### src/rtl/lb_scanout_if.sv
// Line-buffer RAM port bundle: address/write strobe/write data out of the
// scan-out block, synchronous read data back into it.
interface lb_scanout_if #(
   parameter int ADDR_W = 8,
   parameter int DATA_W = 12
);
   logic [ADDR_W-1:0] LB_ADDR;
   logic              LB_WE;
   logic [DATA_W-1:0] LB_WDATA;
   logic [DATA_W-1:0] LB_RDATA;

   modport master (output LB_ADDR, output LB_WE, output LB_WDATA, input LB_RDATA);
   modport slave  (input LB_ADDR, input LB_WE, input LB_WDATA, output LB_RDATA);
endinterface

### src/rtl/lb_scanout.sv
// Line-buffer scan-out: one pixel per PIX_EN from a sync-read RAM. With
// LB_SCANOUT_CLEAR_EN defined, each read pixel is overwritten with BACKDROP.
module lb_scanout #(
   parameter int                ADDR_W      = 8,
   parameter int                DATA_W      = 12,
   parameter int                LINE_PIXELS = 192,
   parameter logic [DATA_W-1:0] BACKDROP    = {DATA_W{1'b1}}
) (
   input  logic               CLK,
   input  logic               nRESET,
   input  logic               LINE_START,
   input  logic [ADDR_W-1:0]  START_ADDR,
   input  logic               PIX_EN,
   lb_scanout_if.master       lb,
   output logic [DATA_W-1:0]  PIX_OUT,
   output logic               PIX_VALID,
   output logic               BUSY,
   output logic               LINE_DONE,
   output logic               OVERRUN
);

   // state | meaning
   // IDLE  | no line in progress
   // WAIT  | address counter on LB_ADDR, waiting for PIX_EN
   // RD    | RAM read in flight, address held
   // CAP   | PIX_OUT/PIX_VALID presented
   // CLR   | BACKDROP written to the pixel just read (clear build only)
`ifdef LB_SCANOUT_CLEAR_EN
   typedef enum logic [2:0] {ST_IDLE, ST_WAIT, ST_RD, ST_CAP, ST_CLR} state_t;
`else
   typedef enum logic [1:0] {ST_IDLE, ST_WAIT, ST_RD, ST_CAP} state_t;
`endif

   localparam int              CNT_W    = ADDR_W + 1;
   localparam logic [CNT_W-1:0] LAST_CNT = CNT_W'(LINE_PIXELS - 1);

   state_t            state, state_nxt;
   logic [ADDR_W-1:0] addr_cnt;
   logic [CNT_W-1:0]  pix_cnt;
   logic              adv, done, cap_load, set_ovr;

   always_ff @(posedge CLK or negedge nRESET) begin
      if (!nRESET) state <= ST_IDLE;
      else         state <= state_nxt;
   end

   always_comb begin
      state_nxt = state;
      adv       = 1'b0;
      done      = 1'b0;
      cap_load  = 1'b0;
      set_ovr   = 1'b0;
      case (state)
         ST_IDLE: ;
         ST_WAIT: if (PIX_EN) state_nxt = ST_RD;
         ST_RD: begin
            state_nxt = ST_CAP;
            cap_load  = 1'b1;
         end
`ifdef LB_SCANOUT_CLEAR_EN
         ST_CAP: state_nxt = ST_CLR;
         ST_CLR: adv = 1'b1;
`else
         ST_CAP: adv = 1'b1;
`endif
         default: state_nxt = ST_IDLE;
      endcase
      if (adv) begin
         done      = (pix_cnt == LAST_CNT);
         state_nxt = done ? ST_IDLE : ST_WAIT;
      end
      if (PIX_EN && (state != ST_WAIT)) set_ovr = 1'b1;
      // A new line wins over everything, including a pixel still in flight.
      if (LINE_START) begin
         state_nxt = ST_WAIT;
         adv       = 1'b0;
         done      = 1'b0;
         cap_load  = 1'b0;
         set_ovr   = 1'b0;
      end
   end

   always_ff @(posedge CLK or negedge nRESET) begin
      if (!nRESET) begin
         addr_cnt  <= '0;
         pix_cnt   <= '0;
         PIX_OUT   <= '0;
         PIX_VALID <= 1'b0;
         LINE_DONE <= 1'b0;
         OVERRUN   <= 1'b0;
      end else begin
         PIX_VALID <= cap_load;
         LINE_DONE <= done;
         if (cap_load) PIX_OUT <= lb.LB_RDATA;
         if (LINE_START) begin
            addr_cnt <= START_ADDR;
            pix_cnt  <= '0;
            OVERRUN  <= 1'b0;
         end else begin
            if (adv) begin
               addr_cnt <= addr_cnt + 1'b1;
               pix_cnt  <= pix_cnt + 1'b1;
            end
            if (set_ovr) OVERRUN <= 1'b1;
         end
      end
   end

   // The counter only moves after the pixel's accesses, so it doubles as the
   // read address (presented in WAIT for the sync RAM) and the clear address.
   assign lb.LB_ADDR  = addr_cnt;
   assign lb.LB_WDATA = BACKDROP;
`ifdef LB_SCANOUT_CLEAR_EN
   assign lb.LB_WE    = (state == ST_CLR);
`else
   assign lb.LB_WE    = 1'b0;
`endif
   assign BUSY        = (state != ST_IDLE);

endmodule

### src/flat_wrapper.sv
// flat-port wrapper written by rule: the top's interface ports become plain ports
module lb_scanout_flat 
#(
   parameter int                ADDR_W      = 8,
   parameter int                DATA_W      = 12,
   parameter int                LINE_PIXELS = 192,
   parameter logic [DATA_W-1:0] BACKDROP    = {DATA_W{1'b1}}
)
  (CLK, nRESET, LINE_START, START_ADDR, PIX_EN, PIX_OUT, PIX_VALID, BUSY, LINE_DONE, OVERRUN, lb_LB_ADDR, lb_LB_WE, lb_LB_WDATA, lb_LB_RDATA);
  lb_scanout_if #(.ADDR_W(ADDR_W), .DATA_W(DATA_W)) lb_i ();
  input  logic CLK;
  input  logic nRESET;
  input  logic LINE_START;
  input  logic [ADDR_W-1:0] START_ADDR;
  input  logic PIX_EN;
  output logic [DATA_W-1:0] PIX_OUT;
  output logic PIX_VALID;
  output logic BUSY;
  output logic LINE_DONE;
  output logic OVERRUN;
  output wire logic [$bits(lb_i.LB_ADDR)-1:0] lb_LB_ADDR;
  output wire logic [$bits(lb_i.LB_WE)-1:0] lb_LB_WE;
  output wire logic [$bits(lb_i.LB_WDATA)-1:0] lb_LB_WDATA;
  input wire logic [$bits(lb_i.LB_RDATA)-1:0] lb_LB_RDATA;
  assign lb_LB_ADDR = lb_i.LB_ADDR;
  assign lb_LB_WE = lb_i.LB_WE;
  assign lb_LB_WDATA = lb_i.LB_WDATA;
  assign lb_i.LB_RDATA = lb_LB_RDATA;
  lb_scanout #(.ADDR_W(ADDR_W), .DATA_W(DATA_W), .LINE_PIXELS(LINE_PIXELS), .BACKDROP(BACKDROP)) u_core (.CLK(CLK), .nRESET(nRESET), .LINE_START(LINE_START), .START_ADDR(START_ADDR), .PIX_EN(PIX_EN), .lb(lb_i), .PIX_OUT(PIX_OUT), .PIX_VALID(PIX_VALID), .BUSY(BUSY), .LINE_DONE(LINE_DONE), .OVERRUN(OVERRUN));
endmodule
### config.mk
export PLATFORM = sky130hd
export DESIGN_NAME = lb_scanout_flat
export DESIGN_NICKNAME = d
export VERILOG_FILES = /design/src/rtl/lb_scanout_if.sv /design/src/rtl/lb_scanout.sv /design/src/flat_wrapper.sv
export SDC_FILE = /design/constraint.sdc
export NUM_CORES = 1
export LEC_CHECK = 0
export BUFFER_PORTS_ARGS = -buffer_cell sky130_fd_sc_hd__buf_2
export CELL_PAD_IN_SITES_DETAIL_PLACEMENT = 1
export CELL_PAD_IN_SITES_GLOBAL_PLACEMENT = 1
export CORE_MARGIN = 8
export CORE_UTILIZATION = 39
export DETAILED_ROUTE_END_ITERATION = 6
export PLACE_DENSITY = 0.85
export RECOVER_POWER = 100
export SYNTH_ARGS = -nofsm -noshare
export SYNTH_HDL_FRONTEND = slang
export SYNTH_SLANG_ARGS = --single-unit
export TNS_END_PERCENT = 20
### constraint.sdc
create_clock -name CLK -period 3.2 [get_ports CLK]
set_input_delay 0.48 -clock CLK [delete_from_list [all_inputs] [get_ports CLK]]
set_output_delay 0.48 -clock CLK [all_outputs]
set_load 0.05 [all_outputs]
==> impl_metrics.env <==
export IMPL_start_util_pct=40.96
export IMPL_synth_cells=153
export IMPL_firstDrtPassIters=4
export IMPL_cts_setup_buffers=0
export IMPL_post_route_min_period_ns=2.019
export IMPL_sw_frac_of_total_pct=41.99
export IMPL_dp_cells=243
export IMPL_cp_max_fo=11
export IMPL_synth_edff_count=0
export IMPL_drt_initial_drc_count=85
export IMPL_cap_violations=1
export IMPL_sequentialPowerShare_pct=41.7
export IMPL_dieArea_mm2=0.006569
export IMPL_drv_slew=35
export IMPL_viasPerCell=5.195
export IMPL_route_detailed_drc=0
export IMPL_cp_required_ns=2.72
export IMPL_worst_path_buf_inv=1
export IMPL_intPower_uw=758.9
export IMPL_worstPathCellList="or2_2 > clkbuf_1"
export IMPL_grt_ovfl_total=0
export IMPL_cts_hold_buf=0
export IMPL_rsz0062_at_grt="false"
export IMPL_wl_per_cell_um=16.04
export IMPL_cts_sinks=34
export IMPL_clk_path_buf_depth=2
export IMPL_clk_pin_slew_worst_paths_ns=0.07
export IMPL_cp_arrival_ns=1.54
export IMPL_crit_family="flip-flops"
export IMPL_finalSetupTns_ns=0
export IMPL_worst_pin_slew_ns=1.844
export IMPL_cts_root_buf="clkbuf_8"
export IMPL_pin_count=61
export IMPL_min_path_type="primary input to register"
export IMPL_ys_flop_type="dfrtp_1"
export IMPL_clk_latency_ns=0.28
export IMPL_layout_cells_non_filler=251
export IMPL_run_status="finished, violations left"
export IMPL_routabilityCongestion=0.7433
export IMPL_dr_total_vias=1304
export IMPL_areaGrowthSynthToFinish_pct=15.77
export IMPL_p_leak_nw=0.8325
export IMPL_fin_nets=226
export IMPL_fill_cells=483
export IMPL_cts_tree="yes"
export IMPL_path_class="register to output pin"
export IMPL_grt_pass1_vias=1389
export IMPL_power_density_mw_per_mm2=684.8
export IMPL_slowest_delay_ns=0.59
export IMPL_async_reset_ff_share_pct=100.0
export IMPL_combPwrFrac_pct=33.5
export IMPL_antenna_left=0
export IMPL_max_vdd_ir_drop_v=0.0002482
export IMPL_grt_max_degree=35
export IMPL_drive_gt1_share_pct=20.90
export IMPL_ys_ff_latch=34
export IMPL_power_switching_uw=549.4
export IMPL_ys_warn_count=0
export IMPL_yosysUniqueCellTypes=30
export IMPL_design_area_mm2=0.001911
export IMPL_slowest_stage="dfrtp_1"
export IMPL_wl_um=4026
export IMPL_rows=23
export IMPL_fin_skew_ns=0.004273
export IMPL_fmax_mhz=495.4
export IMPL_die_w_um=81.05
export IMPL_finalSetupViolCount=0
export IMPL_postCtsResizedCells=0
export IMPL_grt_pass1_wl_um=6803
export IMPL_placed_cell_area_mm2=0.001868
export IMPL_cp_start_kind="register"
export IMPL_violations="capacitance limit, slew limit"
export IMPL_htree_levels=2
export IMPL_syn_area_per_cell_um2=10.79
export IMPL_yosysSeqAreaShare_pct=51.55
export IMPL_timing_hold_violations_final=0
export IMPL_core_mm2=0.004029
export IMPL_syn_cell_area_mm2=0.001650
export IMPL_grt_usage_pct=12.93
export IMPL_cts_buffers=5
export IMPL_endpoint_kind="output pin"
export IMPL_portBuffers=47
export IMPL_relSlewSlack_pct=-22.91
export IMPL_dp_hpwl_um=3060
export IMPL_min_period_over_period_pct=63.08
export IMPL_die_h_um=81.05
export IMPL_antenna_found_initial=0
export IMPL_n_antenna_cell=0
export IMPL_power_frac_clock_pct=24.8
==> layer usage <==
layer / share of wire (%) / GRT usage [%]
met1: 44 / 15.70
met2: 46 / 21.01
met3: 9.5 / 4.746
met4: 0.52 / 3.750
met5: 0 / 0
==> Yosys cell counts (2+ instances only) <==
master | n | share of area [%]
dfrtp_1 | 34 | 52
a21oi_1 | 9 | 2.7
xnor2_1 | 2 | 1.1
o21ai_0 | 7 | 2.1
xor2_1 | 2 | 1.1
or4_1 | 7 | 3.2
ha_1 | 2 | 1.5
mux2_2 | 12 | 8.2
nand2b_1 | 2 | 0.76
o211ai_1 | 4 | 1.8
buf_4 | 15 | 6.8
nand3_1 | 8 | 2.4
nand2_1 | 13 | 3.0
nor2_1 | 5 | 1.1
inv_1 | 5 | 1.1
clkbuf_1 | 3 | 0.68
or3_1 | 4 | 1.5
conb_1 | 2 | 0.46
nand4_1 | 3 | 1.1
o31ai_1 | 4 | 1.8
==> worst paths after layout <==
check | startpoint | end | slack (ns) | depth (start not counted)
max in group asynchronous | nRESET | u_core.pix_cnt[7]$_DFFE_PN0P_ | 1.44 | 1
max | u_core.state[1]$_DFFE_PN0P_ | BUSY | 1.18 | 2
min | START_ADDR[5] | u_core.lb.LB_ADDR[5]$_DFFE_PN0P_ | 0.41 | 3
min reg2reg | u_core.PIX_OUT[6]$_DFFE_PN0P_ | u_core.PIX_OUT[6]$_DFFE_PN0P_ | 0.51 | 1
min in group asynchronous | nRESET | u_core.PIX_OUT[3]$_DFFE_PN0P_ | 0.70 | 1
max reg2reg | u_core.state[0]$_DFFE_PN0P_ | u_core.PIX_OUT[1]$_DFFE_PN0P_ | 1.26 | 4
==> area by class of cell <==
class | instances | area [µm²] | share of cell area (%)
clock buffer | 7 | 86.33 | 4.519
clock inverter | 1 | 5.005 | 0.2620
inverter | 5 | 18.77 | 0.9823
multi-input combinational | 106 | 680.7 | 35.63
sequential | 34 | 850.8 | 44.53
tap | 50 | 62.56 | 3.274
timing repair buffer | 48 | 206.4 | 10.81
==> flip-flops by register name (all words and copies together) (netlist names) <==
signal / count
u_core.PIX_OUT: 12
u_core.pix_cnt: 9
u_core.lb.LB_ADDR: 8
u_core.state: 2
u_core.LINE_DONE: 1
u_core.OVERRUN: 1
u_core.PIX_VALID: 1
==> cell families after synthesis <==
family / Yosys count / synth area share [%]
simple gates: 48 / 17.21
flops: 34 / 51.55
compound gates: 26 / 9.401
buf+inv: 24 / 8.946
mux: 13 / 8.795
xor+xnor: 4 / 2.123
fa+ha+maj: 2 / 1.516
other cells: 2 / 0.4551
==> worst register-to-register path, delay by kind of cell (launching register included) <==
family	cells	cell delay, ns
buf+inv	1	0.57
flops	1	0.52
simple gates	2	0.33
mux	1	0.42
==> cells in the final DEF, fill, tap and decap left out, types with 7 or more instances in the layout <==
master	Yosys	final
o21ai_0	7	7
dfrtp_1	34	34
buf_2	1	21
mux2_2	12	12
conb_1	2	13
clkbuf_1	3	28
nand2_1	13	13
or4_1	7	7
nand3_1	8	9
a21oi_1	9	9
==> per-stage QoR <==
stage                     hold slack (ns)  util [%]  worst slack (ns)  total power [mW]
final                              0.4073     47.42             1.181             1.308
after global routing               0.4058     47.42             1.005             1.375
after CTS                          0.3018     48.63             1.316             1.343
after detailed placement           0.4918     46.37             1.311             1.016
after global placement             0.4842     46.37             1.334             1.002
after floorplan                    0.1844         -             1.524            0.9081
==> power groups by stage <==
stage | registers, mW | logic [mW] | clock network, mW
2_1_floorplan | 0.769 | 0.139 | 0
5_1_grt | 0.554 | 0.464 | 0.357
4_1_cts | 0.545 | 0.463 | 0.335
3_5_place_dp | 0.553 | 0.463 | 0
6_report | 0.545 | 0.438 | 0.325
3_3_place_gp | 0.549 | 0.453 | 0
No activity file was read; power rests on OpenSTA's default activity.
